`config.mk`:
```
export PLATFORM = sky130hd
export DESIGN_NAME = div_ctrl
export DESIGN_NICKNAME = d
export VERILOG_FILES = /design/src/rtl/div_ctrl_pkg.sv /design/src/rtl/div_ctrl_cache.sv /design/src/rtl/div_ctrl.sv
export SDC_FILE = /design/constraint.sdc
export NUM_CORES = 1
export LEC_CHECK = 0
export CORE_ASPECT_RATIO = 0.7
export CORE_MARGIN = 4
export CORE_UTILIZATION = 25
export CTS_CLUSTER_SIZE = 16
export DETAILED_ROUTE_END_ITERATION = 6
export GPL_ROUTABILITY_DRIVEN = 0
export PLACE_DENSITY = 0.67
export SYNTH_ARGS = -nofsm -noshare
export SYNTH_HDL_FRONTEND = slang
export SYNTH_SLANG_ARGS = --single-unit
```
`constraint.sdc`:
```
create_clock -name clk -period 1.8 [get_ports clk]
set_input_delay 0.18 -clock clk [delete_from_list [all_inputs] [get_ports clk]]
set_output_delay 0.18 -clock clk [all_outputs]
set_load 0.005 [all_outputs]
```
`src/rtl/div_ctrl_pkg.sv`:
```
// Shared state encoding, widths and divider-output field positions for div_ctrl.
package div_ctrl_pkg;

  localparam int unsigned XLEN   = 32;
  localparam int unsigned DOUT_W = 64;

  // Divider IP output layout: {quotient, remainder}
  localparam int unsigned QUO_MSB = 63;
  localparam int unsigned QUO_LSB = 32;
  localparam int unsigned REM_MSB = 31;
  localparam int unsigned REM_LSB = 0;

  typedef enum logic [2:0] {
    ST_IDLE  = 3'd0,
    ST_SEND  = 3'd1,
    ST_WAIT  = 3'd2,
    ST_DONE  = 3'd3,
    ST_DRAIN = 3'd4
  } div_state_e;

  function automatic logic [XLEN-1:0] dout_select(input logic [DOUT_W-1:0] dout,
                                                  input logic              want_rem);
    return want_rem ? dout[REM_MSB:REM_LSB] : dout[QUO_MSB:QUO_LSB];
  endfunction

endpackage

```
`src/rtl/div_ctrl_cache.sv`:
```
// Single-entry result cache for div_ctrl; only compiled with DIV_RESULT_CACHE_EN.
`ifdef DIV_RESULT_CACHE_EN
module div_cache
  import div_ctrl_pkg::*;
(
  input  logic              clk,
  input  logic              resetn,
  input  logic              wr_en,
  input  logic              wr_signed,
  input  logic [XLEN-1:0]   wr_src1,
  input  logic [XLEN-1:0]   wr_src2,
  input  logic [DOUT_W-1:0] wr_dout,
  input  logic              lk_signed,
  input  logic [XLEN-1:0]   lk_src1,
  input  logic [XLEN-1:0]   lk_src2,
  output logic              hit,
  output logic [DOUT_W-1:0] hit_dout
);

  logic              vld_q, vld_d;
  logic              sgn_q, sgn_d;
  logic [XLEN-1:0]   src1_q, src1_d;
  logic [XLEN-1:0]   src2_q, src2_d;
  logic [DOUT_W-1:0] dout_q, dout_d;

  always_comb begin
    vld_d  = vld_q;
    sgn_d  = sgn_q;
    src1_d = src1_q;
    src2_d = src2_q;
    dout_d = dout_q;
    if (wr_en) begin
      vld_d  = 1'b1;
      sgn_d  = wr_signed;
      src1_d = wr_src1;
      src2_d = wr_src2;
      dout_d = wr_dout;
    end
  end

  always_ff @(posedge clk) begin
    if (!resetn) begin
      vld_q  <= 1'b0;
      sgn_q  <= 1'b0;
      src1_q <= '0;
      src2_q <= '0;
      dout_q <= '0;
    end else begin
      vld_q  <= vld_d;
      sgn_q  <= sgn_d;
      src1_q <= src1_d;
      src2_q <= src2_d;
      dout_q <= dout_d;
    end
  end

  // Both quotient and remainder are kept, so the mod flag does not take part in the match.
  assign hit      = vld_q & (sgn_q == lk_signed) & (src1_q == lk_src1) & (src2_q == lk_src2);
  assign hit_dout = dout_q;

endmodule
`endif

```
`src/rtl/div_ctrl.sv`:
```
// Divide controller between the EX stage and two AXI-Stream divider IPs (signed/unsigned).
// Optional single-entry result cache enabled by defining DIV_RESULT_CACHE_EN.
module div_ctrl
  import div_ctrl_pkg::*;
(
  input  logic              clk,
  input  logic              resetn,
  input  logic              req_valid,
  output logic              req_ready,
  input  logic              req_signed,
  input  logic              req_mod,
  input  logic [XLEN-1:0]   req_src1,
  input  logic [XLEN-1:0]   req_src2,
  input  logic              flush,
  output logic              res_valid,
  input  logic              res_ready,
  output logic [XLEN-1:0]   res_data,
  output logic              busy,
  output logic [XLEN-1:0]   div_dividend_tdata,
  output logic [XLEN-1:0]   div_divisor_tdata,
  output logic              sdiv_dividend_tvalid,
  input  logic              sdiv_dividend_tready,
  output logic              sdiv_divisor_tvalid,
  input  logic              sdiv_divisor_tready,
  input  logic              sdiv_dout_tvalid,
  input  logic [DOUT_W-1:0] sdiv_dout_tdata,
  output logic              udiv_dividend_tvalid,
  input  logic              udiv_dividend_tready,
  output logic              udiv_divisor_tvalid,
  input  logic              udiv_divisor_tready,
  input  logic              udiv_dout_tvalid,
  input  logic [DOUT_W-1:0] udiv_dout_tdata
);

  div_state_e      state_q, state_d;
  logic            signed_q, signed_d;
  logic            mod_q, mod_d;
  logic            cancel_q, cancel_d;
  logic            dvd_vld_q, dvd_vld_d;
  logic            dvs_vld_q, dvs_vld_d;
  logic            res_valid_q, res_valid_d;
  logic [XLEN-1:0] src1_q, src1_d;
  logic [XLEN-1:0] src2_q, src2_d;
  logic [XLEN-1:0] res_data_q, res_data_d;

  logic              accept;
  logic              sel_dvd_ready, sel_dvs_ready;
  logic              sel_dout_valid;
  logic [DOUT_W-1:0] sel_dout_data;
  logic              dvd_hs, dvs_hs, dvd_done, dvs_done;
  logic              cache_hit;
  logic [DOUT_W-1:0] cache_dout;

  assign req_ready = (state_q == ST_IDLE) & ~flush;
  assign accept    = req_valid & req_ready;

  // Only the IP chosen by the latched signed flag is ever looked at.
  assign sel_dvd_ready  = signed_q ? sdiv_dividend_tready : udiv_dividend_tready;
  assign sel_dvs_ready  = signed_q ? sdiv_divisor_tready  : udiv_divisor_tready;
  assign sel_dout_valid = signed_q ? sdiv_dout_tvalid     : udiv_dout_tvalid;
  assign sel_dout_data  = signed_q ? sdiv_dout_tdata      : udiv_dout_tdata;

  assign dvd_hs   = dvd_vld_q & sel_dvd_ready;
  assign dvs_hs   = dvs_vld_q & sel_dvs_ready;
  assign dvd_done = ~dvd_vld_q | dvd_hs;
  assign dvs_done = ~dvs_vld_q | dvs_hs;

`ifdef DIV_RESULT_CACHE_EN
  logic cache_wr;
  // Only results that actually reach DONE are cached; drained ones are not.
  assign cache_wr = (state_q == ST_WAIT) & sel_dout_valid & ~flush;

  div_cache u_cache (
    .clk       (clk),
    .resetn    (resetn),
    .wr_en     (cache_wr),
    .wr_signed (signed_q),
    .wr_src1   (src1_q),
    .wr_src2   (src2_q),
    .wr_dout   (sel_dout_data),
    .lk_signed (req_signed),
    .lk_src1   (req_src1),
    .lk_src2   (req_src2),
    .hit       (cache_hit),
    .hit_dout  (cache_dout)
  );
`else
  assign cache_hit  = 1'b0;
  assign cache_dout = '0;
`endif

  always_comb begin
    state_d     = state_q;
    signed_d    = signed_q;
    mod_d       = mod_q;
    cancel_d    = cancel_q;
    dvd_vld_d   = dvd_vld_q;
    dvs_vld_d   = dvs_vld_q;
    res_valid_d = res_valid_q;
    src1_d      = src1_q;
    src2_d      = src2_q;
    res_data_d  = res_data_q;

    unique case (state_q)
      ST_IDLE: begin
        if (accept) begin
          signed_d = req_signed;
          mod_d    = req_mod;
          src1_d   = req_src1;
          src2_d   = req_src2;
          if (cache_hit) begin
            state_d     = ST_DONE;
            res_valid_d = 1'b1;
            res_data_d  = dout_select(cache_dout, req_mod);
          end else begin
            state_d   = ST_SEND;
            dvd_vld_d = 1'b1;
            dvs_vld_d = 1'b1;
          end
        end
      end
      ST_SEND: begin
        // A flush cannot retract a tvalid; remember it and drain once both beats are taken.
        dvd_vld_d = dvd_vld_q & ~dvd_hs;
        dvs_vld_d = dvs_vld_q & ~dvs_hs;
        cancel_d  = cancel_q | flush;
        if (dvd_done && dvs_done) begin
          state_d = cancel_d ? ST_DRAIN : ST_WAIT;
        end
      end
      ST_WAIT: begin
        if (sel_dout_valid) begin
          if (flush) begin
            state_d = ST_IDLE;
          end else begin
            state_d     = ST_DONE;
            res_valid_d = 1'b1;
            res_data_d  = dout_select(sel_dout_data, mod_q);
          end
        end else if (flush) begin
          state_d = ST_DRAIN;
        end
      end
      ST_DONE: begin
        if (flush || res_ready) begin
          state_d     = ST_IDLE;
          res_valid_d = 1'b0;
        end
      end
      ST_DRAIN: begin
        if (sel_dout_valid) begin
          state_d  = ST_IDLE;
          cancel_d = 1'b0;
        end
      end
      default: begin
        state_d     = ST_IDLE;
        res_valid_d = 1'b0;
        dvd_vld_d   = 1'b0;
        dvs_vld_d   = 1'b0;
        cancel_d    = 1'b0;
      end
    endcase
  end

  always_ff @(posedge clk) begin
    if (!resetn) begin
      state_q     <= ST_IDLE;
      signed_q    <= 1'b0;
      mod_q       <= 1'b0;
      cancel_q    <= 1'b0;
      dvd_vld_q   <= 1'b0;
      dvs_vld_q   <= 1'b0;
      res_valid_q <= 1'b0;
      src1_q      <= '0;
      src2_q      <= '0;
      res_data_q  <= '0;
    end else begin
      state_q     <= state_d;
      signed_q    <= signed_d;
      mod_q       <= mod_d;
      cancel_q    <= cancel_d;
      dvd_vld_q   <= dvd_vld_d;
      dvs_vld_q   <= dvs_vld_d;
      res_valid_q <= res_valid_d;
      src1_q      <= src1_d;
      src2_q      <= src2_d;
      res_data_q  <= res_data_d;
    end
  end

  assign sdiv_dividend_tvalid = dvd_vld_q &  signed_q;
  assign sdiv_divisor_tvalid  = dvs_vld_q &  signed_q;
  assign udiv_dividend_tvalid = dvd_vld_q & ~signed_q;
  assign udiv_divisor_tvalid  = dvs_vld_q & ~signed_q;

  assign div_dividend_tdata = src1_q;
  assign div_divisor_tdata  = src2_q;

  assign res_valid = res_valid_q;
  assign res_data  = res_data_q;
  assign busy      = (state_q != ST_IDLE);

endmodule

```
**After elaboration in Yosys (flattened, before gate mapping)**

Cells that the tools add are included.

- Multiplexer cells: 23
- Reductions and logical operators: 13
- Eq/ne operators: 11
- Bitwise operators: 22

Operators by type and width:

| operator | count |
|---|---|
| two-way mux 64 bit | 1 |
| two-way mux 32 bit | 1 |
| two-way mux 3 bit | 7 |
| case mux 3 bit (5 select lines) | 1 |
| != test 2 bit (second input constant) | 6 |
| case mux 1 bit (3 select lines) | 4 |
| bitwise AND 1 bit | 10 |
| inverter 1 bit | 9 |
| OR reduction 3 bit | 3 |
| two-way mux 1 bit | 8 |
| == test 3 x 2 -> 1 bit (second input constant) | 2 |
| AND reduction 2 bit | 3 |
| AND reduction 5 bit | 1 |
| AND reduction 4 bit | 1 |
| == test 3 x 1 -> 1 bit (second input constant) | 1 |
| == test 3 bit (second input constant) | 1 |
| logical NOT 3 bit | 1 |
| != test 3 bit (second input constant) | 1 |
| bitwise OR 1 bit | 3 |
| AND reduction 3 bit | 1 |
| nonzero test 3 bit | 1 |
| two-way mux 2 bit | 1 |
| logical AND 1 bit | 1 |
| logical OR 1 bit | 1 |

- Register bits after elaboration: 105
- Output and inout port bits: 103
- Input port bits: 205

**Depth between registers and ports, before layout**

- Depth in word-level cells: 6
- Depth in mapped cells: 8
- Depth with buffers taken out: 4

**Worst setup path after synthesis**

OpenSTA, ideal clock, no wires.

- Kind: reg-to-reg
- Start point: reg state_q[1]
- End point: reg res_data_q[10] (netlist: res_data[10])
- Period minus slack after synthesis: 1.536 ns
- Library setup time: 0.132 ns
- Stages on the path, launching flop included: 8
- Arrival time: 1.404 ns
- Path slack: 0.264 ns
- Cell sequence: dfxtp_1 buf_4 nand2b_1 or4_1 buf_2 buf_6 nand2_1 a21oi_1

- Longest elaborated chain between the ends: 2

Ends and longest elaborated chain:

| element | line | source |
|---|---|---|
| from (decl) | div_ctrl.sv:35 | `div_state_e state_q, state_d;` |
| from (signal assigned) | div_ctrl.sv:179 | `state_q <= state_d;` |
| == test 3 x 2 -> 1 bit | div_ctrl.sv:104 | `unique case (state_q)` |
| AND reduction 3 bit (no line) | n/a |  |
| to (signal assigned) | div_ctrl.sv:188 | `res_data_q <= res_data_d;` |
| to (decl) | div_ctrl.sv:44 | `logic [XLEN-1:0] res_data_q, res_data_d;` |

No other way between the ends.
A chain may end at the register's enable or synchronous reset.

**Worst setup path in the final report**

- Start point: reg state_q[2]
- End point: out busy

- Longest elaborated chain between the ends: 1

Ends and longest elaborated chain:

| element | line | source |
|---|---|---|
| nonzero test 3 bit | div_ctrl.sv:202 | `assign busy = (state_q != ST_IDLE);` |
| to (decl) | div_ctrl.sv:18 | `output logic busy,` |

No other way between the ends.

==> impl_metrics.py <==
metrics = {
    "place": {
        "port_buffers": 307,
        "dp_hpwl_um": 12800,
        "place_area_sq_um": 8150,
        "dp_cells": 1061,
        "dp_worst_setup_slack_ns": -0.0274,
    },
    "setup_path": {
        "arrival_ns": 1.52,
        "path_buf_inv": 2,
        "crit_path_start_kind": "flop",
        "path_delay_family": "buffers and inverters",
        "crit_slowest_cell": "dfxtp_1",
        "critical_path.max_fanout": 8,
        "path_cells": "buf_4 > or3_1 > dlygate4sd2_1",
        "cpPeakStageDelay_ns": 0.36,
        "crit_type": "reg -> out",
        "required_ns": 1.62,
        "critPathCaptureType": "primary output",
    },
    "yosys": {
        "synthAdderAreaFrac": 0,
        "yosysSeqAreaShare": 0.442,
        "synthCells": 542,
        "synthFlopType": "dfxtp_1",
        "synth-compound-area-share": 0.138,
        "ys_ff_latch": 105,
        "ys_types": 39,
        "synthXorXnorAreaFrac": 0,
        "synthMuxAreaShare": 0.161,
        "ys_async_sr_fraction": 0,
        "syn-num-nets": 747,
        "synth_area_sq_um": 4760,
        "ys_warn_count": 0,
        "synth-simple-area-share": 0.203,
        "synth_edf_count": 0,
        "synth_top_family_by_area": "simple AND/OR/NAND/NOR gates",
        "synth_area_per_cell_sq_um": 8.78,
    },
    "clock_network": {
        "htree_levels": 3,
        "clockRootBuffer": "clkbuf_16",
        "cts_tree": "done",
        "clock_path_buffers": 2,
        "clock-sinks": 105,
        "ctsHoldBuffers": 0,
        "cts_buffers": 9,
        "clk_latency_ns": 0.34,
        "clk_pin_slew_ns": 0.07,
    },
    "layout": {
        "multi_input_area_sq_um": 2400,
        "syn_to_final_growth_pct": 77.8,
        "final_area_sq_um": 8470,
        "regArea_sq_um": 2110,
        "final_nets": 1043,
        "antenna_cells": 0,
        "drive_gt1_frac": 0.101,
        "instances_no_fill": 1079,
        "fillers": 1806,
    },
    "sta": {
        "fin_crit_sh": 0.946,
        "setup_tns_ns": 0,
        "fin_ws_ns": 0.0975,
        "finalCriticalPeriod_ns": 1.70,
        "whs_ns": 0.373,
        "max_freq_mhz": 587,
        "fin_skew_ns": 0.00557,
        "hold_violations": 0,
        "finalSetupViolations": 0,
        "drv_slew": 0,
        "rsz0062_at_grt": "no",
        "slew-limit-headroom": 0.685,
        "tightest_slew_ns": 0.473,
    },
    "power": {
        "pwr-share-clk": 0.359,
        "comb_power_share": 0.204,
        "intPower_mw": 4.27,
        "power_switching_mw": 1.37,
        "pwr-share-seq": 0.437,
        "vdd_drop_max_mv": 0.528,
        "netSwitchingFraction": 0.243,
        "power_density_nw_per_um2": 666,
        "power.leakage_nw": 2.88,
    },
    "status": {
        "status": "completed",
    },
    "drt": {
        "wl_per_cell_um": 15.5,
        "drtAntennaViolNets": 0,
        "num_vias": 4932,
        "drt_iter0_markers": 319,
        "drc": 0,
        "via_per_inst": 4.57,
        "wl_um": 16800,
        "firstDrtPassIters": 4,
    },
    "die": {
        "ios": 308,
        "rows": 41,
        "die_area_sq_um": 21400,
        "die_y_um": 123,
        "coreArea_sq_um": 18400,
        "initial_core_util": 0.259,
        "die_w_um": 173,
    },
    "global_routing": {
        "grt_antenna_before_repair": 0,
        "grt_max_degree": 101,
        "grtUsageTotal": 0.151,
        "grt_pass1_vias": 4677,
        "grt_overflow": 0,
        "grt_pass1_wl_um": 25900,
    },
    "min_path": {
        "hp-class": "in -> reg",
    },
    "job": {
        "drv_cap": 0,
    },
}
power by group through the flow:
stage / clock network, mW / registers (mW) / logic (mW)
2_1_floorplan: 0 / 2.51 / 0.426
3_3_place_gp: 0 / 2.52 / 1.15
3_5_place_dp: 0 / 2.52 / 1.16
4_1_cts: 2.13 / 2.47 / 1.16
5_1_grt: 2.20 / 2.48 / 1.24
6_report: 2.02 / 2.46 / 1.15
cells by family (layout without fill, tap and decap cells):
kind of cell	count (synthesis)	in the layout
buffers and inverters	49	350
AOI/OAI and AO/OA	120	120
and+or+nand+nor	232	232
DFF	105	105
muxes	36	36
layout make-up:
cell class	count	share of cell area
clock buffers	9	0.0266
flip-flops and latches	105	0.249
inverters	1	0.000591
multi-input cells	388	0.284
well taps	236	0.0349
clock inverters	7	0.00916
repair buffers	333	0.396
stage by stage:
stage               utilization  total power, mW
floorplan                     -             2.94
global placement          0.444             3.67
detailed placement        0.444             3.68
CTS                       0.460             5.75
global route              0.461             5.92
finish                    0.461             5.64
flip-flops by register name, summed over array words and instances (netlist names):
signal,count
div_dividend_tdata,32
div_divisor_tdata,32
res_data,32
state_q,3
cancel_q,1
dvd_vld_q,1
dvs_vld_q,1
mod_q,1
res_valid,1
signed_q,1
routing by layer:
layer / global-route usage / wire length [um] / vias to the layer above
met5: 0 / 0 / -
met2: 0.241 / 7600 / 192
met4: 0.0349 / 185 / 0
met1: 0.194 / 7420 / 2280
met3: 0.0611 / 1570 / 15
li1: - / - / 2445
cell usage after synthesis, types with 2 or more instances:
| cell type | number | area share |
|---|---|---|
| a211o_1 | 2 | 0.0037 |
| a21oi_1 | 101 | 0.11 |
| a22oi_1 | 3 | 0.0047 |
| and2_1 | 3 | 0.0039 |
| and3_1 | 2 | 0.0026 |
| buf_2 | 12 | 0.013 |
| buf_4 | 3 | 0.0047 |
| buf_6 | 8 | 0.019 |
| clkbuf_1 | 25 | 0.020 |
| dfxtp_1 | 105 | 0.44 |
| mux2i_1 | 2 | 0.0042 |
| mux4_2 | 32 | 0.15 |
| nand2_1 | 198 | 0.16 |
| nand2b_1 | 4 | 0.0053 |
| nand3_1 | 2 | 0.0021 |
| nor2_1 | 9 | 0.0071 |
| nor2b_1 | 2 | 0.0026 |
| nor4bb_1 | 3 | 0.0063 |
| o211ai_1 | 3 | 0.0047 |
| o21ai_0 | 4 | 0.0042 |
cell usage in the layout, fill, tap and decap left out, drive strengths merged, types with 3 or more instances in the layout:
cell / count
clkinv: 3
o21ai: 4
mux2i: 3
o211ai: 3
nand2b: 4
a22oi: 3
inv: 3
a21oi: 101
nor4bb: 3
mux4: 32
clkdlybuf4s50: 305
nand2: 198
buf: 26
clkbuf: 9
dfxtp: 105
nor2: 9
and2: 3
what timing repair did:
item,4_1_cts,5_1_grt
buffers inserted,0,2
pin swaps,0,0
setup endpoints to repair,4,2
gates resized for setup,5,0
worst paths after layout:
check                    start            to  slack (ns)  cells past startpoint
setup reg to reg      signed_q    state_q[0]        0.23                      6
setup / recovery    state_q[2]          busy         0.1                      3
hold reg to reg   res_data[22]  res_data[22]        0.45                      2
hold / removal      req_signed      signed_q        0.37                      3
tightest hold or removal path, stage by stage:
cell,delay [ns]
clkdlybuf4s50_1,0.40
nand2_1,0.06
a21oi_1,0.05
Power figures use the tool's default switching activity.
